$ cat src/rtl/glb_cfg_axil_bridge.sv
// AXI4-Lite slave bridging host register accesses onto the GLB cfg bus.
// Write: AW and W are captured independently; once both are held a single
// cfg_wr_en pulse is issued (full strobes only), followed by a B response.
// Read: an AR handshake issues a single cfg_rd_en pulse, then waits for the
// tile chain to return data. A bounded wait turns a lost response into
// SLVERR instead of stalling the host bus. One transaction in flight at a time.
module glb_cfg_axil_bridge #(
    parameter int AXI_ADDR_WIDTH = 12,
    parameter int AXI_DATA_WIDTH = 32,
    parameter int RD_TIMEOUT     = 255
) (
    input  logic                          clk,
    input  logic                          reset,

    input  logic [AXI_ADDR_WIDTH-1:0]     s_awaddr,
    input  logic                          s_awvalid,
    output logic                          s_awready,
    input  logic [AXI_DATA_WIDTH-1:0]     s_wdata,
    input  logic [AXI_DATA_WIDTH/8-1:0]   s_wstrb,
    input  logic                          s_wvalid,
    output logic                          s_wready,
    output logic [1:0]                    s_bresp,
    output logic                          s_bvalid,
    input  logic                          s_bready,

    input  logic [AXI_ADDR_WIDTH-1:0]     s_araddr,
    input  logic                          s_arvalid,
    output logic                          s_arready,
    output logic [AXI_DATA_WIDTH-1:0]     s_rdata,
    output logic [1:0]                    s_rresp,
    output logic                          s_rvalid,
    input  logic                          s_rready,

    output logic                          cfg_wr_en,
    output logic                          cfg_wr_clk_en,
    output logic [AXI_ADDR_WIDTH-1:0]     cfg_wr_addr,
    output logic [AXI_DATA_WIDTH-1:0]     cfg_wr_data,
    output logic                          cfg_rd_en,
    output logic                          cfg_rd_clk_en,
    output logic [AXI_ADDR_WIDTH-1:0]     cfg_rd_addr,
    input  logic [AXI_DATA_WIDTH-1:0]     cfg_rd_data,
    input  logic                          cfg_rd_data_valid
);

    localparam int STRB_WIDTH = AXI_DATA_WIDTH / 8;
    // Counter must be able to hold RD_TIMEOUT-1 even when RD_TIMEOUT == 1.
    localparam int CNT_WIDTH  = $clog2(RD_TIMEOUT + 1);
    localparam logic [CNT_WIDTH-1:0] CNT_LAST = CNT_WIDTH'(RD_TIMEOUT - 1);
    localparam logic [CNT_WIDTH-1:0] CNT_ONE  = CNT_WIDTH'(1);
    localparam logic [1:0] RESP_OKAY   = 2'b00;
    localparam logic [1:0] RESP_SLVERR = 2'b10;

    typedef enum logic [2:0] {
        IDLE,
        WR_ISSUE,
        WR_RESP,
        RD_ISSUE,
        RD_WAIT,
        RD_RESP
    } state_t;

    state_t                    state_reg;
    state_t                    state_next;

    logic                      aw_captured_reg;
    logic                      w_captured_reg;
    logic [AXI_ADDR_WIDTH-1:0] awaddr_reg;
    logic [AXI_DATA_WIDTH-1:0] wdata_reg;
    logic [STRB_WIDTH-1:0]     wstrb_reg;
    logic [AXI_ADDR_WIDTH-1:0] araddr_reg;
    logic [AXI_DATA_WIDTH-1:0] rdata_reg;
    logic [1:0]                rresp_reg;
    logic [CNT_WIDTH-1:0]      cnt_reg;

    logic                      in_idle;
    logic                      aw_hs;
    logic                      w_hs;
    logic                      ar_hs;
    logic                      b_hs;
    logic                      r_hs;
    logic                      write_ready;
    logic                      wstrb_full;
    logic                      rd_timeout_hit;

    // Handshakes only happen in IDLE; ready outputs are also held low while
    // reset is asserted so the whole host interface reads as quiet.
    assign in_idle        = (state_reg == IDLE) && !reset;
    assign s_awready      = in_idle && !aw_captured_reg;
    assign s_wready       = in_idle && !w_captured_reg;
    assign aw_hs          = s_awvalid && s_awready;
    assign w_hs           = s_wvalid && s_wready;
    // A write in progress (captured or completing a handshake now) blocks
    // reads, which gives writes priority on a same-cycle collision.
    assign s_arready      = in_idle && !aw_captured_reg && !w_captured_reg
                            && !aw_hs && !w_hs;
    assign ar_hs          = s_arvalid && s_arready;
    assign b_hs           = s_bvalid && s_bready;
    assign r_hs           = s_rvalid && s_rready;
    assign write_ready    = (aw_captured_reg || aw_hs) && (w_captured_reg || w_hs);
    assign wstrb_full     = &wstrb_reg;
    assign rd_timeout_hit = (cnt_reg == CNT_LAST);

    // State register.
    always_ff @(posedge clk or posedge reset) begin
        if (reset) begin
            state_reg <= IDLE;
        end else begin
            state_reg <= state_next;
        end
    end

    // Next-state selection.
    always_comb begin
        state_next = state_reg;
        case (state_reg)
            IDLE: begin
                if (write_ready) begin
                    state_next = WR_ISSUE;
                end else if (ar_hs) begin
                    state_next = RD_ISSUE;
                end
            end
            WR_ISSUE: state_next = WR_RESP;
            WR_RESP: begin
                if (s_bready) begin
                    state_next = IDLE;
                end
            end
            RD_ISSUE: state_next = RD_WAIT;
            RD_WAIT: begin
                if (cfg_rd_data_valid || rd_timeout_hit) begin
                    state_next = RD_RESP;
                end
            end
            RD_RESP: begin
                if (s_rready) begin
                    state_next = IDLE;
                end
            end
            default: state_next = IDLE;
        endcase
    end

    // Write address capture; the flag stays set until the B handshake.
    always_ff @(posedge clk or posedge reset) begin
        if (reset) begin
            aw_captured_reg <= 1'b0;
            awaddr_reg      <= '0;
        end else if (b_hs) begin
            aw_captured_reg <= 1'b0;
        end else if (aw_hs) begin
            aw_captured_reg <= 1'b1;
            awaddr_reg      <= s_awaddr;
        end
    end

    // Write data/strobe capture; the flag stays set until the B handshake.
    always_ff @(posedge clk or posedge reset) begin
        if (reset) begin
            w_captured_reg <= 1'b0;
            wdata_reg      <= '0;
            wstrb_reg      <= '0;
        end else if (b_hs) begin
            w_captured_reg <= 1'b0;
        end else if (w_hs) begin
            w_captured_reg <= 1'b1;
            wdata_reg      <= s_wdata;
            wstrb_reg      <= s_wstrb;
        end
    end

    // Read address capture on the AR handshake.
    always_ff @(posedge clk or posedge reset) begin
        if (reset) begin
            araddr_reg <= '0;
        end else if (ar_hs) begin
            araddr_reg <= s_araddr;
        end
    end

    // Response wait counter: cleared while issuing, counts every RD_WAIT cycle.
    always_ff @(posedge clk or posedge reset) begin
        if (reset) begin
            cnt_reg <= '0;
        end else if (state_reg == RD_ISSUE) begin
            cnt_reg <= '0;
        end else if (state_reg == RD_WAIT) begin
            cnt_reg <= cnt_reg + CNT_ONE;
        end
    end

    // Read response capture; returned data wins over a coincident timeout.
    always_ff @(posedge clk or posedge reset) begin
        if (reset) begin
            rdata_reg <= '0;
            rresp_reg <= RESP_OKAY;
        end else if (state_reg == RD_WAIT) begin
            if (cfg_rd_data_valid) begin
                rdata_reg <= cfg_rd_data;
                rresp_reg <= RESP_OKAY;
            end else if (rd_timeout_hit) begin
                rdata_reg <= '0;
                rresp_reg <= RESP_SLVERR;
            end
        end
    end

    // cfg bus drive: address/data lines are zero whenever their enable is low.
    always_comb begin
        cfg_wr_en   = (state_reg == WR_ISSUE) && wstrb_full;
        cfg_wr_addr = '0;
        cfg_wr_data = '0;
        cfg_rd_en   = (state_reg == RD_ISSUE);
        cfg_rd_addr = '0;
        if (cfg_wr_en) begin
            cfg_wr_addr = awaddr_reg;
            cfg_wr_data = wdata_reg;
        end
        if (cfg_rd_en) begin
            cfg_rd_addr = araddr_reg;
        end
    end

    assign cfg_wr_clk_en = 1'b1;
    assign cfg_rd_clk_en = 1'b1;

    // Host responses: a partial strobe was never written, so it reports SLVERR.
    always_comb begin
        s_bvalid = (state_reg == WR_RESP);
        s_bresp  = RESP_OKAY;
        s_rvalid = (state_reg == RD_RESP);
        s_rdata  = '0;
        s_rresp  = RESP_OKAY;
        if (s_bvalid && !wstrb_full) begin
            s_bresp = RESP_SLVERR;
        end
        if (s_rvalid) begin
            s_rdata = rdata_reg;
            s_rresp = rresp_reg;
        end
    end

endmodule

$ cat config.mk
export PLATFORM = sky130hd
export DESIGN_NAME = glb_cfg_axil_bridge
export DESIGN_NICKNAME = d
export VERILOG_FILES = /design/src/rtl/glb_cfg_axil_bridge.sv
export SDC_FILE = /design/constraint.sdc
export NUM_CORES = 1
export LEC_CHECK = 0
export ABC_CLOCK_PERIOD_IN_PS = 4400
export BUFFER_PORTS_ARGS = -buffer_cell sky130_fd_sc_hd__clkbuf_2
export CORE_ASPECT_RATIO = 1.5
export CORE_MARGIN = 1
export CORE_UTILIZATION = 49
export CTS_BUF_LIST = sky130_fd_sc_hd__clkbuf_16
export CTS_CLUSTER_DIAMETER = 200
export DETAILED_ROUTE_END_ITERATION = 10
export PLACE_DENSITY = 0.92
export SLEW_MARGIN = 20
export SYNTH_ARGS = -nofsm -noshare
export SYNTH_HDL_FRONTEND = slang
export SYNTH_SLANG_ARGS = --single-unit
$ cat constraint.sdc
create_clock -name clk -period 4.4 [get_ports clk]
set_input_delay 0.66 -clock clk [delete_from_list [all_inputs] [get_ports clk]]
set_output_delay 0.66 -clock clk [all_outputs]
set_load 0.03 [all_outputs]
==> flow_summary_export.csv, run 1 <==
group,metric,value,unit
status,violations,"design-rule violations",
final_layout,multi_input_area,2153,sq um
critical_path,path_buf_inv,1,
die,fp.dieW,84.44,microns
logic_synthesis,synth_area_per_cell,12.74,sq um
clock_network,clkTransAtPathRegs,70,ps
power,p_int,2.469,mW
die,fp.coreArea,9799,sq um
final_layout,diodes,0,
clock_network,cts_tree,"yes",
power,combinationalPowerShare,0.308,
job,drv_cap,0,
clock_network,htreeDepth,3,
clock_network,postCtsSetupBuffers,0,
drt,antenna_left,0,
power,powerDensity,575.2,nW/um^2
clock_network,hold_buffers,0,
timing,fin_crit_sh,0.6511,
drt,wl_per_cell,16.20,microns
timing,slew-limit-headroom,0.4049,
logic_synthesis,synthCells,392,
clock_network,clock_path_buffers,2,
critical_path,worstPathArrival,2210,ps
placement,gp_congestion,0.8638,
critical_path,timing.rr.start,"state_reg[0]$_DFFE_PP0P_",
logic_synthesis,yosysUniqueCellTypes,43,
grt,grt_use_total,0.2176,
critical_path,reg2reg_slack,2140,ps
final_layout,seqCellArea,2653,sq um
drt,vias,3671,
final_layout,fillers,767,
power,clkPwrFrac,0.215,
logic_synthesis,ys_seq_area_frac,0.5311,
placement,dp_hpwl,8.196,mm
timing,fin_crit,2865,ps
placement,portBuffers,196,
critical_path,r2r_cells,3,
final_layout,final_common_cell,"clkbuf_2",
power,p_sw,1.136,mW
critical_path,timing.rr.end,"araddr_reg[8]$_DFFE_PP0P_",
logic_synthesis,synth-main-ff-cell,"dfrtp_1",
logic_synthesis,syn_area,4995,sq um
timing,hold_viol_final,0,
timing,slew_viol_final,0,
drt,dr.pass1.iters,7,
critical_path,criticalPathCategory,"reg -> out",
drt,drt-vias-per-instance,5.274,
timing,finalSetupViolCount,0,
final_layout,finalNetCount,678,
placement,dpl-instance-area,5974,sq um
clock_network,cts.repair.resized,0,
die,die_area,10610,sq um
timing,whs,479.6,ps
worst_hold_path,hold_class,"reg -> reg",
grt,grt_pass1_vias,3835,
worst_hold_path,min_to,"cnt_reg[7]$_DFFE_PP0P_",
worst_hold_path,min_from,"cnt_reg[7]$_DFFE_PP0P_",
die,start_util,0.5097,
grt,grt-ovfl-total,0,
final_layout,drive_above_1_share,0.4888,
final_layout,final_cell_mix,"clkbuf_2 (196), dfrtp_1 (106), and2_1 (90), mux2_4 (32), a22o_1 (32)",
power,peakVddDrop,0.3657,mV
clock_network,clk_latency,340,ps
grt,grt_max_degree,69,
status,status,"finished with violations",
timing,rsz0062_at_grt,"no",
critical_path,endpoint_kind,"output port",
power,power_frac_seq,0.476,
clock_network,cts.root.buffer_cell,"clkbuf_16",
power,leakage,3.428,nW
grt,grt_first_pass_wirelength,18.33,mm
logic_synthesis,synth_seq_cells,106,
critical_path,startpoint_type,"register",
critical_path,crit_chain,"and3b_1, and2_1, clkbuf_2",
grt,grt_antenna_before_repair,0,
critical_path,slowest_stage,"and3b_1",
critical_path,crit_required,3740,ps
clock_network,cts-buffers-inserted,9,
timing,tightest_slew,892.6,ps
die,num_io_pins,201,
logic_synthesis,yosysWarnings,0,
timing,fin_worst_skew,9.925,ps
drt,routed_wl,11.28,mm
drt,drtIter0Drc,154,
worst_hold_path,whs_path_depth,1,
die,die_height,125.7,microns
die,row_count,44,
timing,fmax,349.0,MHz
logic_synthesis,synth_edf_count,0,
critical_path,max_stage_delay,810,ps
drt,remaining_drc_errors,13,
critical_path,crit_family,"simple AND/OR/NAND/NOR gates",
critical_path,worst-path-max-fanout,34,
final_layout,final_area,6266,sq um
final_layout,syn2layout_area_growth,25.45,%
timing,final.setup.tns,0,ps
clock_network,cts_sinks,106,
logic_synthesis,synthArstFlopShare,1.000,
power,swShare,0.3151,
==> cell families (layout without fill, tap and decap cells) <==
group,count (synthesis),count (layout),share of synthesized area
AND/OR/NAND/NOR,131,131,0.1721
flip-flops,106,106,0.5311
multiplexers,62,62,0.1633
AO/OA/AOI/OAI,53,53,0.08217
buffers and inverters,34,221,0.04133
adder cells (fa/ha/maj),2,2,0.005009
other,2,4,0.001504
XOR/XNOR,2,2,0.003508
==> power groups by stage <==
stage | Combinational [mW] | Sequential (mW) | Clock, mW
global route | 1.21 | 1.77 | 0.833
floorplan | 0.949 | 1.60 | 0
detailed placement | 1.12 | 1.72 | 0
finish | 1.11 | 1.72 | 0.776
global placement | 1.07 | 1.69 | 0
CTS | 1.12 | 1.71 | 0.797
==> cell usage after synthesis (2+ instances only) <==
master,instances,area (sq um)
a2111oi_0,2,17.52
a21oi_1,5,25.02
a22o_1,32,280.3
a31oi_1,2,12.51
and2_1,91,569.3
and3_1,4,25.02
buf_12,3,60.06
buf_2,3,15.01
buf_4,5,37.54
clkbuf_1,16,60.06
conb_1,2,7.510
dfrtp_1,106,2653
ha_1,2,25.02
inv_1,6,22.52
mux2_2,28,315.3
mux2_4,32,480.5
mux2i_1,2,20.02
nand2_1,10,37.54
nand3_1,4,20.02
nand3b_1,2,15.01
nand4_1,3,18.77
nor3b_1,2,15.01
nor4_1,2,12.51
o21ai_0,8,40.04
xor2_1,2,17.52
==> layer usage <==
layer	vias to the layer above	track usage	wire length, microns
met3	26	0.04063	588
met2	147	0.3703	5789
li1	1716	-	-
met1	1782	0.2721	4601
met4	0	0.09272	295
met5	-	0	0
==> metrics by stage <==
stage	utilization	worst slack, ps	std cells	total power, mW
6_report	0.6394	1535	696	3.604
5_1_grt	0.6394	1320	696	3.814
3_3_place_gp	0.6097	1969	680	2.757
4_1_cts	0.6390	1502	696	3.633
2_1_floorplan	-	792.8	394	2.553
3_5_place_dp	0.6097	1883	680	2.840
==> cell type report <==
| class | instances | share of cell area |
|---|---|---|
| Clock buffer | 9 | 0.03594 |
| Clock inverter | 7 | 0.009984 |
| Inverter | 6 | 0.003994 |
| Multi-Input combinational cell | 254 | 0.3437 |
| Sequential cell | 106 | 0.4233 |
| Tap cell | 115 | 0.02296 |
| Timing Repair Buffer | 199 | 0.1601 |
==> worst max path at each step <==
| stage | to | slack [ps] | start | cells after the start |
|---|---|---|---|---|
| finish | s_rdata[5] | 1530 | state_reg[0]$_DFFE_PP0P_ | 3 |
| global route | s_rdata[30] | 1320 | state_reg[0]$_DFFE_PP0P_ | 3 |
| CTS | s_rdata[5] | 1500 | state_reg[0]$_DFFE_PP0P_ | 3 |
| detailed placement | s_rdata[5] | 1880 | state_reg[2]$_DFFE_PP0P_ | 3 |
| global placement | s_arready | 1970 | reset | 5 |
| floorplan | state_reg[1]$_DFFE_PP0P_ | 790 | reset | 4 |
No activity file was read; power rests on OpenSTA's default activity.
==> run 2, diff against run 1 <==
ABC_CLOCK_PERIOD_IN_PS = 2700   (was 4400)
clock period = 2.7 ns   (was 4.4 ns; I/O delays follow)
==> flow_summary_export.csv, run 2 (same netlist as run 1, synthesis figures left out) <==
group,metric,value,unit
status,violations,"design-rule violations",
die,num_io_pins,201,
clock_network,cts-buffers-inserted,9,
critical_path,criticalPathCategory,"reg -> out",
timing,finalSetupViolCount,0,
final_layout,fillers,789,
clock_network,hold_buffers,0,
clock_network,clk_latency,340,ps
status,status,"finished with violations",
placement,pre_cts_slack,470.2,ps
clock_network,clock_path_buffers,2,
critical_path,worst-path-max-fanout,38,
clock_network,clkTransAtPathRegs,70,ps
timing,whs,281.4,ps
clock_network,cts.root.buffer_cell,"clkbuf_16",
power,powerDensity,925.9,nW/um^2
timing,hold_viol_final,0,
grt,grt-ovfl-total,0,
clock_network,cts.repair.resized,0,
final_layout,seqCellArea,2653,sq um
critical_path,startpoint_type,"register",
placement,dp_hpwl,8.363,mm
timing,fin_crit,2501,ps
critical_path,crit_required,2300,ps
worst_hold_path,hold_class,"in -> reg",
grt,grt_max_degree,107,
final_layout,finish.utilization,0.6404,
final_layout,syn2layout_area_growth,25.65,%
final_layout,instances_no_fill,699,
clock_network,cts_tree,"yes",
drt,remaining_drc_errors,13,
clock_network,cts_sinks,106,
drt,dr.pass1.iters,7,
final_layout,drive_above_1_share,0.4863,
timing,slew-limit-headroom,0.5318,
placement,post-place-cells,683,
die,die_height,125.7,microns
final_layout,final_cell_mix,"clkbuf_2 (196), dfrtp_1 (106), and2_1 (91), mux2_4 (32), a22o_1 (32)",
timing,rsz0062_at_grt,"no",
final_layout,finalNetCount,681,
timing,slew_viol_final,0,
final_layout,multi_input_area,2150,sq um
final_layout,final_common_cell,"clkbuf_2",
drt,drt-vias-per-instance,5.386,
die,row_count,44,
grt,grt_pass1_vias,3927,
placement,portBuffers,196,
die,die_area,10610,sq um
timing,fin_worst_skew,7.765,ps
grt,grt_use_total,0.2237,
drt,drtIter0Drc,202,
timing,fin_crit_sh,0.9262,
grt,grt_antenna_before_repair,0,
die,fp.dieW,84.44,microns
grt,grt_first_pass_wirelength,18.68,mm
final_layout,diodes,0,
job,drv_cap,0,
clock_network,htreeDepth,3,
drt,antenna_left,0,
power,peakVddDrop,0.5324,mV
timing,final.setup.tns,0,ps
critical_path,worstPathArrival,2100,ps
power,leakage,3.433,nW
timing,timing.final.ws_setup,199.2,ps
clock_network,postCtsSetupBuffers,0,
drt,vias,3765,
drt,routed_wl,11.59,mm
drt,wl_per_cell,16.58,microns
critical_path,endpoint_kind,"output port",
die,start_util,0.5097,
placement,gp_congestion,0.8356,
timing,fmax,399.9,MHz
die,fp.coreArea,9799,sq um
timing,tightest_slew,700.7,ps
## run 2: layer usage
metal	GRT usage	routed length (microns)	vias up
li1	-	-	1714
met1	0.2610	4383	1848
met2	0.3934	6198	169
met3	0.04456	621	34
met4	0.1067	389	0
met5	0	0	-
## run 2: layout make-up
type / count / share of cell area
multi-input cells: 254 / 0.3425
repair buffers: 202 / 0.1655
clock buffers: 9 / 0.03589
clock inverters: 7 / 0.006380
inverters: 6 / 0.004187
well taps: 115 / 0.02293
flip-flops and latches: 106 / 0.4226
## run 2: stage by stage
step | total power [mW] | area (sq um)
5_1_grt | 6.142 | 6276
2_1_floorplan | 4.161 | 5006
3_3_place_gp | 4.492 | 6011
4_1_cts | 5.849 | 6276
6_report | 5.811 | 6276
3_5_place_dp | 4.648 | 6011
## run 2: report_power, final
part	internal, mW	switching [mW]
combinational	1.01	0.831
clock	0.616	0.564
sequential	2.32	0.476
total	3.94	1.87
## run 2: path summary, 6_finish.rpt
path | slack (ps) | cells past startpoint | end | from
min in group asynchronous | 290 | 3 | cnt_reg[2]$_DFFE_PP0P_ | reset
max reg2reg | 460 | 3 | araddr_reg[3]$_DFFE_PP0P_ | state_reg[0]$_DFFE_PP0P_
min reg2reg | 490 | 1 | rdata_reg[5]$_DFFE_PP0P_ | rdata_reg[5]$_DFFE_PP0P_
min | 280 | 2 | rdata_reg[22]$_DFFE_PP0P_ | cfg_rd_data[22]
max | 200 | 5 | cfg_wr_data[24] | wstrb_reg[2]$_DFFE_PP0P_
max in group asynchronous | 2000 | 3 | rdata_reg[2]$_DFFE_PP0P_ | reset
## run 2: worst max-delay path, cell delays in order, from the launching register on
cell	delay [ps]
dfrtp_1	360
nand4_1	220
nor4b_2	400
buf_4	370
and2_1	200
clkbuf_2	200
==> run 3, diff against run 2 <==
REMOVE_ABC_BUFFERS = 1   (was unset)
==> flow_summary_export.csv, run 3 (same netlist as run 1, synthesis figures left out) <==
group,metric,value,unit
critical_path,worst-path-max-fanout,40,
drt,drt-vias-per-instance,5.311,
timing,slew_viol_final,0,
timing,timing.final.ws_setup,256.8,ps
final_layout,finish.utilization,0.6421,
die,fp.dieW,84.44,microns
final_layout,drive_above_1_share,0.4906,
placement,pre_cts_slack,516.6,ps
die,fp.coreArea,9799,sq um
drt,drtIter0Drc,130,
placement,gp_congestion,0.8042,
die,num_io_pins,201,
timing,slew-limit-headroom,0.5692,
final_layout,finalNetCount,682,
critical_path,r2r_cells,3,
die,start_util,0.5097,
critical_path,worstPathArrival,2040,ps
timing,hold_viol_final,0,
timing,finalSetupViolCount,0,
grt,grt_antenna_before_repair,0,
placement,dp_hpwl,8.219,mm
timing,tightest_slew,644.8,ps
die,row_count,44,
drt,dr.pass1.iters,7,
critical_path,crit_required,2300,ps
clock_network,cts.root.buffer_cell,"clkbuf_16",
power,leakage,3.445,nW
critical_path,endpoint_kind,"output port",
timing,fin_crit_sh,0.9049,
timing,fin_crit,2443,ps
timing,final.setup.tns,0,ps
grt,grt-ovfl-total,0,
critical_path,startpoint_type,"register",
die,die_height,125.7,microns
final_layout,multi_input_area,2150,sq um
timing,fin_worst_skew,5.252,ps
final_layout,diodes,0,
grt,grt_use_total,0.2191,
grt,grt_pass1_vias,3768,
timing,rsz0062_at_grt,"no",
critical_path,reg2reg_slack,490,ps
critical_path,timing.rr.end,"araddr_reg[7]$_DFFE_PP0P_",
clock_network,hold_buffers,0,
placement,portBuffers,196,
critical_path,timing.rr.start,"state_reg[0]$_DFFE_PP0P_",
grt,grt_first_pass_wirelength,18.11,mm
drt,vias,3718,
status,violations,"design-rule violations",
power,powerDensity,934.4,nW/um^2
final_layout,final_cell_mix,"clkbuf_2 (196), dfrtp_1 (106), and2_1 (91), mux2_4 (32), a22o_1 (32)",
status,status,"finished with violations",
clock_network,cts.repair.resized,0,
power,peakVddDrop,0.4319,mV
clock_network,cts-buffers-inserted,9,
clock_network,postCtsSetupBuffers,0,
drt,wl_per_cell,15.80,microns
final_layout,fillers,755,
timing,whs,130.4,ps
drt,routed_wl,11.06,mm
final_layout,seqCellArea,2653,sq um
timing,fmax,409.3,MHz
drt,antenna_left,0,
critical_path,criticalPathCategory,"reg -> out",
clock_network,cts_sinks,106,
clock_network,cts_tree,"yes",
drt,remaining_drc_errors,16,
final_layout,final_common_cell,"clkbuf_2",
final_layout,syn2layout_area_growth,25.98,%
clock_network,htreeDepth,3,
grt,grt_max_degree,41,
worst_hold_path,hold_class,"in -> async",
die,die_area,10610,sq um
job,drv_cap,0,
clock_network,clkTransAtPathRegs,60,ps
clock_network,clock_path_buffers,2,
clock_network,clk_latency,340,ps
==> run 3: cell count changes in the layout (fill, tap and decap cells not counted), sizes merged <==
cell    change
bufinv      +1
buf         +1
clkinv      -1
==> run 3: layout make-up <==
class / count / share of cell area
clock buffers: 9 / 0.03579
clock inverters: 7 / 0.009942
inverters: 6 / 0.003977
multi-input cells: 254 / 0.3416
flip-flops and latches: 106 / 0.4216
well taps: 115 / 0.02287
repair buffers: 203 / 0.1642
==> run 3: how the worst max path moves through the flow <==
stage                             startpoint                         end  slack, ps  cells past startpoint
finish              state_reg[1]$_DFFE_PP0P_              cfg_wr_data[2]        260                      4
global route        state_reg[0]$_DFFE_PP0P_              cfg_wr_data[2]         90                      4
CTS                 state_reg[1]$_DFFE_PP0P_              cfg_wr_data[2]        220                      4
detailed placement  state_reg[0]$_DFFE_PP0P_   araddr_reg[6]$_DFFE_PP0P_        520                      3
global placement    state_reg[0]$_DFFE_PP0P_  araddr_reg[11]$_DFFE_PP0P_        580                      3
floorplan           state_reg[1]$_DFFE_PP0P_              cfg_wr_addr[0]      -1890                      2
==> run 3: metal layers <==
layer	vias to the layer above	GRT usage	part of all wire
li1	1717	-	-
met5	-	0	0
met2	155	0.4021	0.53
met1	1820	0.2486	0.38
met4	0	0.1077	0.032
met3	26	0.02949	0.055
==> run 3: worst max-delay path, cell delays in order (launching register included) <==
cell	delay [ps]
dfrtp_1	510
nor4b_2	400
buf_4	370
and2_1	200
clkbuf_2	210
==> run 3: power breakdown <==
group / leakage (nW) / internal (mW) / switching [mW] / total [mW]
clock: 0.144 / 0.709 / 0.554 / 1.26
combinational: 1.98 / 1.00 / 0.820 / 1.82
sequential: 1.32 / 2.32 / 0.473 / 2.79
==> run 3: metrics by stage <==
stage	instances	instance area, sq um	total power [mW]
detailed placement	684	6005	4.637
floorplan	366	4818	4.086
CTS	700	6292	5.932
global placement	684	6005	4.500
global route	700	6292	6.225
finish	700	6292	5.880
